**src/rtl/chimp_sequencer.sv**
```systemverilog
// Chimp memory-game sequencer: clears the board, places numbers 1..count, then scores clicks.
// Optional macro CHIMP_SHOW_TIMEOUT_EN hides the numbers after SHOW_CYCLES clocks in SHOW.
module chimp_sequencer #(
  parameter int          START_COUNT = 4,
  parameter int          MAX_COUNT   = 9,
  parameter int          MAX_STRIKES = 3,
  parameter logic [23:0] SHOW_CYCLES = 24'd5_000_000
) (
  input  logic       clk,
  input  logic       iReset,
  input  logic       iStart,
  input  logic       iKey0,
  input  logic       iDoneLoad,
  input  logic       iClickValid,
  input  logic [4:0] iClickNum,
  output logic       oResetBoard,
  output logic       oLoadEnable,
  output logic [4:0] oNumToLoad,
  output logic       oShowEnable,
  output logic [4:0] oNumToChoose,
  output logic [4:0] oLevel,
  output logic [1:0] oStrikes,
  output logic       oGameOver,
  output logic       oWin
);

  typedef enum logic [3:0] {
    IDLE, CLEAR, LOAD, WAITLOAD, SHOW, PLAY, NEXT, STRIKE, OVER, WIN
  } stateT;

  localparam logic [4:0] START5   = 5'(START_COUNT);
  localparam logic [4:0] MAXCNT5  = 5'(MAX_COUNT);
  localparam logic [1:0] MAXSTR2  = 2'(MAX_STRIKES);

  stateT      state, nextState;
  logic [4:0] levelNext, numToLoadNext, numToChooseNext;
  logic [1:0] strikesNext;
  logic [4:0] count;
  logic       showTimeout;

  assign count = START5 + oLevel - 5'd1;

`ifdef CHIMP_SHOW_TIMEOUT_EN
  logic [23:0] showCount;

  assign showTimeout = (state == SHOW) && (showCount == SHOW_CYCLES - 24'd1);

  // Counts cycles spent in SHOW; zero on entry and whenever SHOW is left.
  always_ff @(posedge clk or negedge iReset) begin
    if (!iReset)
      showCount <= '0;
    else if (state == SHOW && nextState == SHOW)
      showCount <= showCount + 24'd1;
    else
      showCount <= '0;
  end
`else
  assign showTimeout = 1'b0;
`endif

  always_comb begin
    nextState       = state;
    levelNext       = oLevel;
    strikesNext     = oStrikes;
    numToLoadNext   = oNumToLoad;
    numToChooseNext = oNumToChoose;
    if (iKey0) begin
      nextState       = IDLE;
      levelNext       = 5'd1;
      strikesNext     = 2'd0;
      numToLoadNext   = 5'd0;
      numToChooseNext = 5'd0;
    end else begin
      unique case (state)
        IDLE, OVER, WIN: begin
          if (iStart) begin
            nextState     = CLEAR;
            levelNext     = 5'd1;
            strikesNext   = 2'd0;
            numToLoadNext = 5'd1;
          end
        end
        CLEAR: nextState = LOAD;
        LOAD:  nextState = WAITLOAD;
        WAITLOAD: begin
          if (iDoneLoad) begin
            if (oNumToLoad == count) begin
              nextState       = SHOW;
              numToChooseNext = 5'd1;
            end else begin
              nextState     = LOAD;
              numToLoadNext = oNumToLoad + 5'd1;
            end
          end
        end
        SHOW, PLAY: begin
          // An empty box (number 0) is not a guess at all.
          if (iClickValid && iClickNum != 5'd0) begin
            if (iClickNum == oNumToChoose) begin
              numToChooseNext = oNumToChoose + 5'd1;
              nextState       = (oNumToChoose == count) ? NEXT : PLAY;
            end else begin
              nextState   = STRIKE;
              strikesNext = (oStrikes >= MAXSTR2) ? oStrikes : oStrikes + 2'd1;
            end
          end else if (showTimeout) begin
            nextState = PLAY;
          end
        end
        NEXT: begin
          if (count == MAXCNT5) begin
            nextState = WIN;
          end else begin
            nextState     = CLEAR;
            levelNext     = oLevel + 5'd1;
            numToLoadNext = 5'd1;
          end
        end
        STRIKE: begin
          if (oStrikes == MAXSTR2) begin
            nextState = OVER;
          end else begin
            nextState     = CLEAR;
            numToLoadNext = 5'd1;
          end
        end
        default: nextState = IDLE;
      endcase
    end
  end

  // Flag outputs are decoded from the next state so they line up with the state register.
  always_ff @(posedge clk or negedge iReset) begin
    if (!iReset) begin
      state        <= IDLE;
      oLevel       <= 5'd1;
      oStrikes     <= 2'd0;
      oNumToLoad   <= 5'd0;
      oNumToChoose <= 5'd0;
      oResetBoard  <= 1'b0;
      oLoadEnable  <= 1'b0;
      oShowEnable  <= 1'b0;
      oGameOver    <= 1'b0;
      oWin         <= 1'b0;
    end else begin
      state        <= nextState;
      oLevel       <= levelNext;
      oStrikes     <= strikesNext;
      oNumToLoad   <= numToLoadNext;
      oNumToChoose <= numToChooseNext;
      oResetBoard  <= (nextState == CLEAR);
      oLoadEnable  <= (nextState == LOAD);
      oShowEnable  <= (nextState == LOAD) || (nextState == WAITLOAD) || (nextState == SHOW);
      oGameOver    <= (nextState == OVER);
      oWin         <= (nextState == WIN);
    end
  end

endmodule

```
**config.mk**
```make
export PLATFORM = sky130hd
export DESIGN_NAME = chimp_sequencer
export DESIGN_NICKNAME = d
export VERILOG_FILES = /design/src/rtl/chimp_sequencer.sv
export SDC_FILE = /design/constraint.sdc
export NUM_CORES = 1
export LEC_CHECK = 0
export ABC_AREA = 1
export BUFFER_PORTS_ARGS = -buffer_cell sky130_fd_sc_hd__clkbuf_2
export CORE_MARGIN = 2
export CORE_UTILIZATION = 51
export DETAILED_ROUTE_END_ITERATION = 7
export GPL_ROUTABILITY_DRIVEN = 0
export GPL_TIMING_DRIVEN = 0
export HOLD_SLACK_MARGIN = 0.1
export PLACE_DENSITY = 0.76
export SLEW_MARGIN = 25
export SYNTH_ARGS = -nofsm -noshare
export SYNTH_HDL_FRONTEND = slang
export SYNTH_SLANG_ARGS = --single-unit
export TNS_END_PERCENT = 5
```
**constraint.sdc**
```tcl
create_clock -name clk -period 2.1 [get_ports clk]
set_input_delay 0.315 -clock clk [delete_from_list [all_inputs] [get_ports clk]]
set_output_delay 0.315 -clock clk [all_outputs]
set_load 0.02 [all_outputs]
```
==> qor.txt, run 1 <==
type of the worst setup path: flip-flop to flip-flop
Design Power: 1.979 mW
Filler Cell Count: 349
Reg-to-Reg Start: oLevel[0]$_DFFE_PN1P_
minimum clock period: 1.983 ns
hold endpoint: oNumToLoad[1]$_DFFE_PN0P_
CP endpoint kind: flip-flop
syn avg cell area: 6.849 sq um
Worst Hold Depth: 4
status: finished, final reports clean
CP required: 2.29 ns
Final nets: 340
grt ovf: 0
top cells by area, synth: dfrtp_1 32%, nand2_1 16%, inv_1 6.7%
Initial Util: 53.32%
Async SR Flop Fraction: 100.0%
Seq/Total Area, Yosys: 33.40%
Lkg Pwr: 1.198 nW
largest area contributor in the netlist: dfrtp_1
clock sinks: 26
Synth Flop Type: dfrtp_1
drt total wl: 4.550 mm
Switch Pwr: 0.8395 mW
count of cell types in the netlist: 33
clock latency on the worst-skew pair: 0.28 ns
# DRC: 0
RSZ-0062 raised after global routing: yes
largest net degree at the start of global routing: 27
post-synthesis cell count: 285
vias in the first global route: 1820
clock slew at reported path FFs: 0.10 ns
Worst-Margin Slew: 0.6442 ns
Tot GR Track Use: 24.51%
setup TNS: 0 ns
post-synth top area share: 32.05%
placed cell areas: 2167 sq um
CP Cell Sequence: inv_4 > ha_4 > xor2_2 > nand2_2 > nor2_8 > nand3_4 > a21oi_2 > nand2_2 > nor3_1
WP data arrival: 2.17 ns
Setup Skew: 0.008439 ns
core box area: 3661 sq um
P_int: 1.139 mW
top cells by count, synth: 81 x nand2_1, 35 x inv_1, 25 x dfrtp_1, 25 x nor2_1, 21 x nand3_1
worst relative slew slack: 57.05%
Ant. Diodes: 0
TritonCTS Buffers: 3
# IOs: 33
Vias per Instance: 5.268
Die Y: 65.87 um
TritonCTS clock tree: done
Root Driver: clkbuf_8
combinational fraction of design power: 45.6%
sw frac: 42.43%
number of synthesized flops with an enable pin: 0
row count: 22
Slew Viols, Final: 0
Syn Nets: 302
wire length of the first global-routing pass: 8.162 mm
peak clock frequency supported by timing: 0.5044 GHz
ANT nets after route: 0
worst reg-to-reg path cell count: 9
Die Wd: 65.87 um
HP Start: iKey0
Synth-to-Final Area Change: 17.63%
HP Class: input pin to flip-flop
Final HPWL DP: 3.486 mm
slowest CP cell: dfstp_2
max-cap check violation count: 0
Warnings, synthesis: 0
Setup crit start kind: flip-flop
total die area: 4338 sq um
final period utilization: 94.41%
P per Cell Area: 861.8 nW/um^2
vias: 1949
R2R setup slack: 0.12 ns
Worst path max stage delay: 0.57 ns
initial antenna violation count: 0
top-count cell post-synth: nand2_1
final count of hold timing violations: 0
layout cells sized above 1: 24.84%
TritonRoute pass-1 iters: 4
clock network power share: 21.4%
htree depth: 1
Max IR drop VDD: 403.3 uV
CTS Buffer Depth: 2
1st-iter DRT viols: 97
PortBufs: 31
most used cell along the critical path: nand2_2
endpoints failing setup: 0
Post-Syn Area: 1952 sq um
Reg2Reg Capture Point: oResetBoard$_DFF_PN0_
sequential share of power: 32.9%
Synth Register Bits: 26
largest fanout on the critical path: 5
post-route cell area: 2296 sq um
post-DR wirelength/cell: 12.30 um
-- state kept, by name, indices dropped and copies added (netlist names) --
register	count
oNumToChoose	5
oResetBoard	1
state	4
oNumToLoad	5
oStrikes	2
oLevel	5
oShowEnable	1
oGameOver	1
oLoadEnable	1
oWin	1
-- critical path, delay by kind of cell (launching register included) --
kind | cells | cell delay, ns
xor gates and xnor gates | 1 | 0.13
DFF | 1 | 0.57
AOI/OAI and AO/OA | 1 | 0.16
and+or+nand+nor | 5 | 0.67
adders and majority gates | 1 | 0.29
buffers and inverters | 1 | 0.05
-- layout make-up --
class	instances	area (sq um)	share of cell area [%]
plain buffers	2	10.01	0.4360
flip-flops and latches	26	651.9	28.39
clock buffers	3	41.29	1.798
inverters	41	158.9	6.921
repair buffers	33	172.7	7.520
multi-input cells	216	1171	51.01
clock inverters	1	30.03	1.308
well taps	48	60.06	2.616
-- kinds of logic after synthesis --
family                   after synthesis  share of synthesized area [%]
buffers and inverters                 43                          8.398
AO/OA/AOI/OAI                         35                          10.13
XOR/XNOR                               6                          2.692
flip-flops                            26                          33.40
AND/OR/NAND/NOR                      169                          41.54
adder cells (fa/ha/maj)                6                          3.846
-- cell usage in the layout, fill, tap and decap left out, drive strengths merged --
cell	synthesis	routed
nand2	94	94
clkbuf	0	34
nor3	10	10
nand3	23	23
dfrtp	25	25
nand4	7	7
dfstp	1	1
a21oi	7	7
inv	41	41
xnor2	1	1
or2	3	3
bufinv	0	1
a31oi	1	1
o21ai	26	26
nand3b	1	1
buf	2	3
o211ai	1	1
nor3b	2	2
dlygate4sd3	0	1
nor2	29	29
xor2	5	5
ha	6	6
-- power groups by stage --
stage	registers, mW	logic [mW]	clock network, mW
finish	0.651	0.903	0.424
detailed placement	0.668	0.822	0
global placement	0.663	0.803	0
floorplan	0.710	0.580	0
CTS	0.644	0.869	0.434
global route	0.661	1.02	0.457
-- routing by layer --
layer | GRT usage [%] | wire length [um] | up-vias | part of all wire (%)
li1 | - | - | 988 | -
met1 | 32.65 | 2104 | 913 | 46
met2 | 40.28 | 2186 | 39 | 48
met3 | 2.896 | 165 | 9 | 3.6
met4 | 9.896 | 93 | 0 | 2.0
met5 | 0 | 0 | - | 0
-- how the worst max path moves through the flow --
stage                          startpoint                           to  slack [ns]
CTS                 oLevel[0]$_DFFE_PN1P_        oResetBoard$_DFF_PN0_        0.02
detailed placement  oLevel[0]$_DFFE_PN1P_        oResetBoard$_DFF_PN0_       -0.14
floorplan           oLevel[0]$_DFFE_PN1P_  oNumToChoose[0]$_DFFE_PN0P_       0.005
finish              oLevel[0]$_DFFE_PN1P_        oResetBoard$_DFF_PN0_        0.12
global route        oLevel[0]$_DFFE_PN1P_          oGameOver$_DFF_PN0_       -0.03
global placement    oLevel[0]$_DFFE_PN1P_  oNumToChoose[3]$_DFFE_PN0P_       -0.10
-- through the flow --
stage	utilization, %	worst slack (ns)	instances	hold slack [ns]
floorplan	-	0.004964	285	0.01941
global placement	59.19	-0.1003	364	0.3766
detailed placement	59.19	-0.1438	364	0.3763
CTS	62.03	0.02123	370	0.4392
global route	62.71	-0.02912	370	0.4446
finish	62.71	0.1174	370	0.4458
-- repair_timing --
item / CTS / global route
hold buffers: 1 / 0
endpoints found under the hold margin: 25 / 0
resized for setup: 2 / 10
setup endpoints to repair: 22 / 22
setup buffers: 1 / 0
pin swaps: 0 / 4
Note: power is estimated with default switching activity, not from simulation.
==> run 2: changes to the inputs <==
--- a/config.mk
+++ b/config.mk
@@ -8,7 +8,7 @@
 export ABC_AREA = 1
 export BUFFER_PORTS_ARGS = -buffer_cell sky130_fd_sc_hd__clkbuf_2
 export CORE_MARGIN = 2
-export CORE_UTILIZATION = 51
+export CORE_UTILIZATION = 53
 export DETAILED_ROUTE_END_ITERATION = 7
 export GPL_ROUTABILITY_DRIVEN = 0
 export GPL_TIMING_DRIVEN = 0
==> constraint.sdc (replaced) <==
create_clock -name clk -period 2 [get_ports clk]
set_input_delay 0.3 -clock clk [delete_from_list [all_inputs] [get_ports clk]]
set_output_delay 0.3 -clock clk [all_outputs]
set_load 0.02 [all_outputs]
==> run 2 against run 1 <==
Against the previous run:
- the run now ends with negative setup slack left
- non-clock buffer count up 5
- utilization up 4.7 points
- global-route usage decreased by 1.2 points
- routed wire length grew 3.1%
- sequential power grew 4.3%
- die area is 3.6% lower
- critical endpoint is now oNumToChoose[0]$_DFFE_PN0P_
==> qor.txt, run 2 (same netlist as run 1, synthesis figures left out) <==
placed cell areas: 2182 sq um
Slew Viols, Final: 0
most common cell after layout, fill and taps aside: nand2_1
ANT nets after route: 0
CTS Buffer Depth: 2
Regs by FF count: oLevel x5, oNumToChoose x5, oNumToLoad x5
Final HPWL DP: 3.349 mm
Setup Skew: 0.007706 ns
Final nets: 346
drt total wl: 4.693 mm
type of the worst setup path: flip-flop to flip-flop
1st-iter DRT viols: 90
Ant. Diodes: 0
RSZ-0062 raised after global routing: yes
wire length of the first global-routing pass: 7.652 mm
worst relative slew slack: 55.07%
post-DR wirelength/cell: 12.48 um
grt ovf: 0
PortBufs: 31
Tot GR Track Use: 23.31%
Worst Setup SP: oLevel[0]$_DFFE_PN1P_
slowest CP cell: dfstp_2
Final Util: 67.38%
peak clock frequency supported by timing: 0.4987 GHz
Vias per Instance: 5.144
# DRC: 0
placed cell count: 364
clock slew at reported path FFs: 0.10 ns
CP endpoint kind: flip-flop
# IOs: 33
max-cap check violation count: 0
vias in the first global route: 1758
worst setup margin: -0.005102 ns
met1 usage: 30.68%
Die Y: 64.69 um
clock sinks: 26
Initial Util: 54.13%
vias: 1934
Worst-Margin Slew: 0.6739 ns
TritonCTS Buffers: 3
Root Driver: clkbuf_8
Design Power: 2.217 mW
initial antenna violation count: 0
row count: 22
status: finished with violations
Final Non-Filler Cells: 376
commonest non-fill, non-tap cells in the layout: 62 x nand2_1, 33 x inv_1, 31 x clkbuf_2, 26 x nand2_2, 25 x dfrtp_1
Max IR drop VDD: 548.5 uV
layout cells sized above 1: 32.62%
CP Cell Sequence: inv_4 > ha_4 > inv_4 > nand4_1 > nand2_2 > nand2_2 > nand2_4 > nand3_4 > nand2_2 > nand2_2 > nand2_4 > nand2_4 > nand2_2 > o21ai_2
Reg-to-Reg Start: oLevel[0]$_DFFE_PN1P_
TritonCTS clock tree: done
core box area: 3606 sq um
R2R setup slack: -0.005 ns
total die area: 4184 sq um
GRT met2 Usage: 39.19%
gr busiest metal: met2
WP buf/inv: 2
WP data arrival: 2.18 ns
Setup crit start kind: flip-flop
clock latency on the worst-skew pair: 0.28 ns
Synth-to-Final Area Change: 24.49%
P per Cell Area: 912.3 nW/um^2
final count of hold timing violations: 0
DP Worst Slack: -0.1039 ns
Worst path max stage delay: 0.57 ns
CP required: 2.17 ns
post-route cell area: 2430 sq um
most used cell along the critical path: nand2_2
largest fanout on the critical path: 5
TritonRoute pass-1 iters: 4
setup TNS: -0.005582 ns
final period utilization: 100.3%
Lkg Pwr: 1.254 nW
HP Start: iKey0
Crit path max-delay family: simple AND/OR/NAND/NOR gates
HP Class: input pin to flip-flop
Min Hold Slack: 0.4261 ns
Die Wd: 64.69 um
endpoints failing setup: 2
minimum clock period: 2.005 ns
htree depth: 1
violated checks: negative setup slack
largest net degree at the start of global routing: 27
met3 usage: 3.125%
-- run 2: final cells by class --
class / instances / area, sq um
plain buffers: 2 / 10.01
clock buffers: 3 / 41.29
clock inverters: 1 / 30.03
fillers: 327 / 1176
inverters: 41 / 158.9
multi-input cells: 217 / 1267
flip-flops and latches: 26 / 651.9
well taps: 48 / 60.06
repair buffers: 38 / 210.2
-- run 2: repair_timing --
action	4_1_cts	5_1_grt
endpoints found under the hold margin	25	0
pin swaps	0	16
hold buffers	1	0
gates cloned	0	1
gates resized for setup	1	35
setup endpoints to repair	20	22
setup buffers	1	5
-- run 2: final timing paths --
| kind | to | cells past startpoint |
|---|---|---|
| max | oNumToChoose[0]$_DFFE_PN0P_ | 14 |
| min | oNumToLoad[1]$_DFFE_PN0P_ | 4 |
| max reg2reg | oNumToChoose[0]$_DFFE_PN0P_ | 14 |
| min reg2reg | oStrikes[1]$_DFFE_PN0P_ | 2 |
| max in group asynchronous | oGameOver$_DFF_PN0_ | 2 |
| min in group asynchronous | oLevel[4]$_DFFE_PN0P_ | 2 |
-- run 2: metal layers --
| layer | part of all wire, % | vias up |
|---|---|---|
| met5 | 0 | - |
| met4 | 1.8 | 0 |
| met3 | 4.3 | 9 |
| met2 | 49 | 45 |
| met1 | 45 | 880 |
| li1 | - | 1000 |
-- run 2: where the power goes --
group          total, mW  switching [mW]  internal, mW
Clock              0.442           0.174         0.268
Sequential         0.679          0.0779         0.601
Combinational       1.10           0.694         0.403
-- run 2: worst register-to-register path, stage by stage (launching register included) --
cell	delay [ns]
dfstp_2	0.57
inv_4	0.05
ha_4	0.16
inv_4	0.07
nand4_1	0.15
nand2_2	0.16
nand2_2	0.08
nand2_4	0.07
nand3_4	0.10
nand2_2	0.10
nand2_2	0.06
nand2_4	0.09
nand2_4	0.08
nand2_2	0.09
o21ai_2	0.05
